==> config.mk <==
export PLATFORM = sky130hd
export DESIGN_NAME = ahb_csr_timer
export DESIGN_NICKNAME = d
export VERILOG_FILES = /design/src/rtl/ahb_csr_timer.sv
export SDC_FILE = /design/constraint.sdc
export NUM_CORES = 1
export LEC_CHECK = 0
export ABC_AREA = 1
export CAP_MARGIN = 0
export CORE_MARGIN = 10
export CORE_UTILIZATION = 42
export DETAILED_ROUTE_END_ITERATION = 12
export HOLD_SLACK_MARGIN = 0.1
export PLACE_DENSITY = 0.72
export SKIP_CTS_REPAIR_TIMING = 1
export SYNTH_ARGS = -nofsm -noshare
export SYNTH_HDL_FRONTEND = slang
export SYNTH_SLANG_ARGS = --single-unit
==> constraint.sdc <==
create_clock -name HCLK -period 4.2 [get_ports HCLK]
set_input_delay 0.84 -clock HCLK [delete_from_list [all_inputs] [get_ports HCLK]]
set_output_delay 0.84 -clock HCLK [all_outputs]
set_load 0.01 [all_outputs]
==> src/rtl/ahb_csr_timer.sv <==
// CSR target on the AHB-Lite slave's T_* access port. Provides ID/CTRL/LOAD/COUNT/STATUS/SCRATCH
// registers that control a prescaled down-counter timer with expiry status and a level interrupt.
module ahb_csr_timer #(
   parameter int          ADDR_W   = 8,
   parameter int          CNT_W    = 32,
   parameter logic [31:0] ID_VALUE = 32'h5449_4D31
) (
   input  logic              HCLK,
   input  logic              HRESET,
   input  logic [ADDR_W-1:0] T_ADDR,
   input  logic              T_WREN,
   input  logic [31:0]       T_WDATA,
   input  logic              T_RDEN,
   input  logic [2:0]        T_SIZE,
   output logic [31:0]       T_RDATA,
   output logic              irq
);

   localparam int IDX_W = ADDR_W - 2;
   localparam logic [IDX_W-1:0] IDX_ID      = IDX_W'(0);
   localparam logic [IDX_W-1:0] IDX_CTRL    = IDX_W'(1);
   localparam logic [IDX_W-1:0] IDX_LOAD    = IDX_W'(2);
   localparam logic [IDX_W-1:0] IDX_COUNT   = IDX_W'(3);
   localparam logic [IDX_W-1:0] IDX_STATUS  = IDX_W'(4);
   localparam logic [IDX_W-1:0] IDX_SCRATCH = IDX_W'(5);

   // architectural state
   logic             en_reg,       en_next;
   logic             auto_reg,     auto_next;
   logic             irq_en_reg,   irq_en_next;
   logic [7:0]       prescale_reg, prescale_next;
   logic [CNT_W-1:0] load_reg,     load_next;
   logic [CNT_W-1:0] count_reg,    count_next;
   logic             expired_reg,  expired_next;
   logic             overrun_reg,  overrun_next;
   logic [31:0]      scratch_reg,  scratch_next;
   logic [7:0]       presc_cnt_reg, presc_next;
   logic [31:0]      rdata_reg,    rdata_next;

   logic [IDX_W-1:0] reg_idx;
   logic [3:0]       lane_mask;
   logic [31:0]      bit_mask;
   logic             wr_ctrl, wr_load, wr_status, wr_scratch;
   logic [31:0]      ctrl_word, status_word;
   logic [31:0]      ctrl_merge, load_merge, scratch_merge, w1c_bits;
   logic [31:0]      rd_mux;
   logic             presc_hit, count_zero, tick, expire;
   logic             unused_bits;

   assign reg_idx = T_ADDR[ADDR_W-1:2];

   always_comb begin
      lane_mask = 4'b1111;
      if (T_SIZE == 3'd0) begin
         lane_mask = 4'b0001 << T_ADDR[1:0];
      end else if (T_SIZE == 3'd1) begin
         lane_mask = T_ADDR[1] ? 4'b1100 : 4'b0011;
      end
   end

   generate
      for (genvar gi = 0; gi < 4; gi++) begin : g_lane
         assign bit_mask[8*gi +: 8] = {8{lane_mask[gi]}};
      end
   endgenerate

   assign wr_ctrl    = T_WREN && (reg_idx == IDX_CTRL);
   assign wr_load    = T_WREN && (reg_idx == IDX_LOAD);
   assign wr_status  = T_WREN && (reg_idx == IDX_STATUS);
   assign wr_scratch = T_WREN && (reg_idx == IDX_SCRATCH);

   assign ctrl_word   = {16'h0000, prescale_reg, 5'b00000, irq_en_reg, auto_reg, en_reg};
   assign status_word = {30'd0, overrun_reg, expired_reg};

   // Byte-lane merge: lanes outside the access keep their current contents.
   assign ctrl_merge    = (ctrl_word     & ~bit_mask) | (T_WDATA & bit_mask);
   assign load_merge    = (32'(load_reg) & ~bit_mask) | (T_WDATA & bit_mask);
   assign scratch_merge = (scratch_reg   & ~bit_mask) | (T_WDATA & bit_mask);
   assign w1c_bits      = T_WDATA & bit_mask;

   assign unused_bits = ^{ctrl_merge[31:16], ctrl_merge[7:3], w1c_bits[31:2], load_merge};

   // A LOAD write takes priority over a tick on the same edge: no decrement, no expiry.
   assign presc_hit  = (presc_cnt_reg == prescale_reg);
   assign count_zero = (count_reg == '0);
   assign tick       = en_reg && presc_hit && !wr_load;
   assign expire     = tick && count_zero;

   always_comb begin
      en_next       = en_reg;
      auto_next     = auto_reg;
      irq_en_next   = irq_en_reg;
      prescale_next = prescale_reg;
      load_next     = load_reg;
      count_next    = count_reg;
      scratch_next  = scratch_reg;
      presc_next    = presc_cnt_reg;
      // hardware set beats a simultaneous write-one-to-clear
      expired_next  = (expired_reg & ~(wr_status & w1c_bits[0])) | expire;
      overrun_next  = (overrun_reg & ~(wr_status & w1c_bits[1])) | (expire & expired_reg);

      if (en_reg) begin
         presc_next = presc_hit ? 8'd0 : presc_cnt_reg + 8'd1;
      end

      if (tick) begin
         if (!count_zero) begin
            count_next = count_reg - CNT_W'(1);
         end else if (auto_reg) begin
            count_next = load_reg;
         end else begin
            en_next = 1'b0;
         end
      end

      if (wr_ctrl) begin
         en_next       = ctrl_merge[0];
         auto_next     = ctrl_merge[1];
         irq_en_next   = ctrl_merge[2];
         prescale_next = ctrl_merge[15:8];
         if (!en_reg && ctrl_merge[0]) begin
            presc_next = 8'd0;
         end
      end

      if (wr_load) begin
         load_next  = load_merge[CNT_W-1:0];
         count_next = load_merge[CNT_W-1:0];
         presc_next = 8'd0;
      end

      if (wr_scratch) begin
         scratch_next = scratch_merge;
      end
   end

   always_comb begin
      case (reg_idx)
         IDX_ID:      rd_mux = ID_VALUE;
         IDX_CTRL:    rd_mux = ctrl_word;
         IDX_LOAD:    rd_mux = 32'(load_reg);
         IDX_COUNT:   rd_mux = 32'(count_reg);
         IDX_STATUS:  rd_mux = status_word;
         IDX_SCRATCH: rd_mux = scratch_reg;
         default:     rd_mux = 32'd0;
      endcase
   end

   // Read data reflects register state before any write on the same edge.
   assign rdata_next = T_RDEN ? rd_mux : rdata_reg;

   always_ff @(posedge HCLK) begin
      if (HRESET) begin
         en_reg        <= 1'b0;
         auto_reg      <= 1'b0;
         irq_en_reg    <= 1'b0;
         prescale_reg  <= 8'd0;
         load_reg      <= '0;
         count_reg     <= '0;
         expired_reg   <= 1'b0;
         overrun_reg   <= 1'b0;
         scratch_reg   <= 32'd0;
         presc_cnt_reg <= 8'd0;
         rdata_reg     <= 32'd0;
      end else begin
         en_reg        <= en_next;
         auto_reg      <= auto_next;
         irq_en_reg    <= irq_en_next;
         prescale_reg  <= prescale_next;
         load_reg      <= load_next;
         count_reg     <= count_next;
         expired_reg   <= expired_next;
         overrun_reg   <= overrun_next;
         scratch_reg   <= scratch_next;
         presc_cnt_reg <= presc_next;
         rdata_reg     <= rdata_next;
      end
   end

   assign T_RDATA = rdata_reg;
   assign irq     = expired_reg & irq_en_reg;

endmodule

=== Word level (Yosys, flattened, before mapping) ===
Index checks and enable logic that the tools add are counted.

* Flip-flop bits (word level): 149
* Bits in latches: 0
* Memory bits (writable): 0
* Memory bits (read-only): 0
* Input port bits: 47
* Output and inout bits: 33
* Word-level logic and storage cells: 76
* Memories kept: 0

* $add $sub $neg: 2
* $mul: 0
* Divide/modulo/power cells: 0
* $lt $le $gt $ge: 0
* Equal/unequal tests: 9
* Shift operators: 1
* Multiplexer cells: 16
* Bitwise logic cells: 18
* Reductions and logical operators: 19

{| class="wikitable"
|+ Operators with widths
! operator !! count
|-
| 32-bit one-hot mux with 6 select lines || 1
|-
| 32-bit two-way mux || 4
|-
| 32-bit AND || 3
|-
| 32-bit bitwise OR || 2
|-
| 32-bit logical NOT || 1
|-
| 8-bit two-way mux || 4
|-
| 32-bit inverter || 1
|-
| 32-bit by 1-bit subtractor with 32-bit output (second input constant) || 1
|-
| 16-bit AND || 1
|-
| 16-bit bitwise OR || 1
|-
| 6-bit by 2-bit == test with 1-bit output (second input constant) || 2
|-
| 6-bit by 3-bit == test with 1-bit output (second input constant) || 2
|-
| 4-bit two-way mux || 3
|-
| 8-bit by 1-bit adder with 8-bit output (second input constant) || 1
|-
| 8-bit == test || 1
|-
| 1-bit logical AND || 8
|-
| 1-bit AND || 6
|-
| 6-bit by 1-bit == test with 1-bit output (second input constant) || 1
|-
| 6-bit logical NOT || 1
|-
| 2-bit nonzero test || 3
|-
| 1-bit two-way mux || 4
|-
| 1-bit by 2-bit << shifter with 4-bit output (first input constant) || 1
|-
| 3-bit by 1-bit == test with 1-bit output (second input constant) || 1
|-
| 3-bit logical NOT || 1
|-
| 8 further kinds || 11
|}

=== Longest topological paths before layout ===
* Word-level depth: 9
* Gate-level depth with buffers: 13
* Depth with buffers taken out: 13

=== Worst setup path before layout ===
OpenSTA, ideal clock, no wires.

* Path type: input to register
* Start point: input T_ADDR[7]
* End point: register count_reg[22]
* Setup time: 0.112 ns
* Data arrival time: 1.902 ns
* Data required time: 4.088 ns
* Slack: 2.187 ns
* Stages on the path: 12
* Path buffers: 2
* Cell sequence: nor2_2 -> nand4_2 -> inv_2 -> nand2_2 -> buf_6 -> buf_6 -> nand2_1 -> nand2_1 -> nand2_1 -> inv_1 -> nor2_1 -> nor2_1

* Longest elaborated chain between the ends: 6
* Elaborated cells on any way between the ends: 8
* Those cells by class: 2 x eq/ne; 1 x mux; 5 x reduce/logical

{| class="wikitable"
|+ RTL lines
! element !! RTL line !! RTL
|-
| start: declaration || 10 || <nowiki>input logic [ADDR_W-1:0] T_ADDR,</nowiki>
|-
| 6-bit by 2-bit == test with 1-bit output * || 68 || <nowiki>assign wr_load = T_WREN && (reg_idx == IDX_LOAD);</nowiki>
|-
| 1-bit logical AND * || 68 ||
|-
| 1-bit logical NOT || 86 || <nowiki>assign tick = en_reg && presc_hit && !wr_load;</nowiki>
|-
| 1-bit logical AND || 86 ||
|-
| 2-bit nonzero test (no line) || -- ||
|-
| 2-bit AND reduction (no line) || -- ||
|-
| end signal: assignment || 171 || <nowiki>count_reg <= count_next;</nowiki>
|-
| end: declaration || 33 || <nowiki>logic [CNT_W-1:0] count_reg, count_next;</nowiki>
|}

Mark *: on every way between the ends. The rest lies on a longest branch, timed or not.
A chain may end at the register's enable or synchronous reset.

=== Final worst setup path ===
* Start point: input T_ADDR[5]
* End point: register count_reg[30]

The elaborated chain is that of the path after synthesis.

==> impl_metrics.toml <==
[run_status]
status = "finished, final reports clean"

[worst_setup_path]
rr_endpoint = "count_reg[1]$_SDFFE_PP0P_"
arrival_ps = 3320
cp_slowest_cell = "nand2_2"
rr_startpoint = "count_reg[0]$_SDFFE_PP0P_"
cp_num_cells = 9
path_delay_family = "simple AND/OR/NAND/NOR gates"
crit_path_end_kind = "flop"
cp-start-kind = "primary input"
critPathKind = "primary input to flop"
cp_max_fo = 32
cpMostUsedCell = "nand2_2"
crit_chain = "clkdlybuf4s50_1, nor2_2, nand4_2, inv_2, nand2_2, nand3_4, nand2_2, nor2_1, a21oi_2"
r2r_setup_slack_ps = 1770
required_ps = 4520
worst_path_largest_cell_delay_ps = 450
reg2regPathDepth = 11
cp.buffers_inverters = 2

[floorplanning]
start_util_pct = 43.1
core_um2 = 19700
row_count = 51
die_h_um = 162
top_level_ports = 80
die_w_um = 162
die-area_um2 = 26200

[sta]
period_needed_ps = 3000
period_share_pct = 71.5
tns_ps = 0
drv_slew = 0
hold_viol = 0
skew_ps = 9.13
rsz0062_at_grt = "false"
fmax_mhz = 333
tightestPinTransition_ps = 1130
relSlewSlack_pct = 24.6
setup_viol = 0

[final_layout]
ff_latch_area_um2 = 2980
fin_util_pct = 50.9
nFillCells = 2037
design_area_um2 = 10000
final_cell_mix = "nand2_1, nor2_1, dfxtp_1"
nNetsFinal = 1459
final_layout_size_suffix_gt1_share_pct = 6.61
mostFrequentLayoutCell = "nand2_1"
diodes = 0
area_delta_synth_final_pct = 18.2
multi_input_area_um2 = 4710

[synthesis]
synth.cell_area_um2 = 8470
synthDistinctLibCells = 38
yosysWarnings = 0
synth.net_count = 1405
ys_ff_latch = 149
seq_area_frac_synth_pct = 35.2
synth_cells = 1355
synth.avg_cell_area_um2 = 6.25

[placement]
gp_congestion = 0.960
placed_area_um2 = 9400
io_buffers = 79
place_hpwl_um = 20800

[clocking]
clk_latency_ps = 440
cts_buffers = 17
cts_tree = "done"
clk_pin_slew_ps = 70
h-tree-depth = 4
cts.sinks = 149
clk_path_buf_depth = 2
root_buffer = "clkbuf_16"

[routing]
viasPerCell = 5.42
dr_wl_met3_um = 2360
first_pass_iters = 5
vias = 9146
drc = 0
drt-total-wl_um = 28100
post_drt_wl_per_cell_um = 16.6
topRoutingLayerUsed = "met4"
ant_nets = 0
route.met2.wl_um = 12700
met1_length_um = 12600
initialDrtViolationCount = 991

[power]
p_leak_nw = 4.33
ir_worst_vdd_uv = 280
power.density_nw_per_um2 = 332

[worst_hold_path]
worstHoldPathType = "flop to flop"
worstHoldPathCells = 2

[global_route]
grt_antenna_before_repair = 0
track_usage_pct = 21.1
grt_remaining_overflow = 0
grt_pass1_wl_um = 45600
first_global_vias = 8712
grt_max_degree = 69

[flow_run]
cap_viol_max_count = 0
==> stage by stage <==
stage	setup slack, ps	total power [mW]	std cells	hold WS, ps
final	1200	3.33	1687	458
after detailed placement	801	1.73	1655	453
after floorplan	2190	1.63	1355	425
after global routing	1020	3.42	1687	482
after global placement	947	1.73	1655	449
after CTS	1240	3.32	1687	461
==> cells by family (layout without fill, tap and decap cells) <==
| group | count (synthesis) | after routing | synth area share [%] |
|---|---|---|---|
| AND/OR/NAND/NOR | 751 | 751 | 37.3 |
| adder cells (fa/ha/maj) | 3 | 3 | 0.443 |
| flip-flops | 149 | 149 | 35.2 |
| AO/OA/AOI/OAI | 245 | 245 | 16.1 |
| buffers and inverters | 190 | 257 | 9.22 |
| XOR/XNOR | 17 | 17 | 1.76 |
==> tightest hold or removal path, stage by stage, from the launching register on <==
cell     delay [ps]
dfxtp_1         300
inv_1            60
a21oi_1          50
==> where the power goes <==
part	switching (mW)	internal, mW
logic	0.189	0.0945
registers	0.00435	1.42
clock network	0.660	0.961
==> how the worst max path moves through the flow <==
| stage | from | end | slack (ps) |
|---|---|---|---|
| 2_1_floorplan | T_ADDR[7] | count_reg[22]$_SDFFE_PP0P_ | 2190 |
| 3_3_place_gp | T_ADDR[5] | count_reg[25]$_SDFFE_PP0P_ | 950 |
| 3_5_place_dp | T_ADDR[5] | count_reg[30]$_SDFFE_PP0P_ | 800 |
| 4_1_cts | T_ADDR[5] | count_reg[30]$_SDFFE_PP0P_ | 1240 |
| 5_1_grt | T_ADDR[5] | count_reg[5]$_SDFFE_PP0P_ | 1020 |
| 6_report | T_ADDR[5] | count_reg[30]$_SDFFE_PP0P_ | 1200 |
==> cell usage after synthesis, drive strengths merged <==
| cell | instances | area share [%] |
|---|---|---|
| a211oi | 5 | 0.44 |
| a21boi | 1 | 0.089 |
| a21oi | 104 | 6.5 |
| a22oi | 1 | 0.089 |
| a31oi | 1 | 0.074 |
| and2 | 2 | 0.15 |
| buf | 29 | 2.1 |
| clkbuf | 25 | 1.1 |
| dfxtp | 149 | 35 |
| ha | 3 | 0.44 |
| inv | 136 | 6.0 |
| nand2 | 377 | 17 |
| nand3 | 96 | 5.8 |
| nand3b | 12 | 1.1 |
| nand4 | 14 | 1.2 |
| nor2 | 246 | 12 |
| nor3 | 2 | 0.18 |
| nor3b | 2 | 0.18 |
| o211ai | 14 | 1.2 |
| o21ai | 100 | 6.0 |
| o221ai | 10 | 1.0 |
| o22ai | 9 | 0.66 |
| xnor2 | 5 | 0.52 |
| xor2 | 12 | 1.2 |
==> layer usage <==
layer / track usage (%) / vias to the layer above
li1: - / 4476
met5: 0 / -
met3: 5.38 / 43
met4: 4.67 / 0
met2: 33.4 / 387
met1: 28.1 / 4240
==> layout make-up <==
class | count | share of cell area [%]
Clock buffer | 19 | 4.42
Clock inverter | 13 | 1.71
Inverter | 136 | 5.10
Multi-Input combinational cell | 1016 | 47.1
Sequential cell | 149 | 29.8
Tap cell | 265 | 3.31
Timing Repair Buffer | 89 | 8.60
No activity file was read; power rests on OpenSTA's default activity.
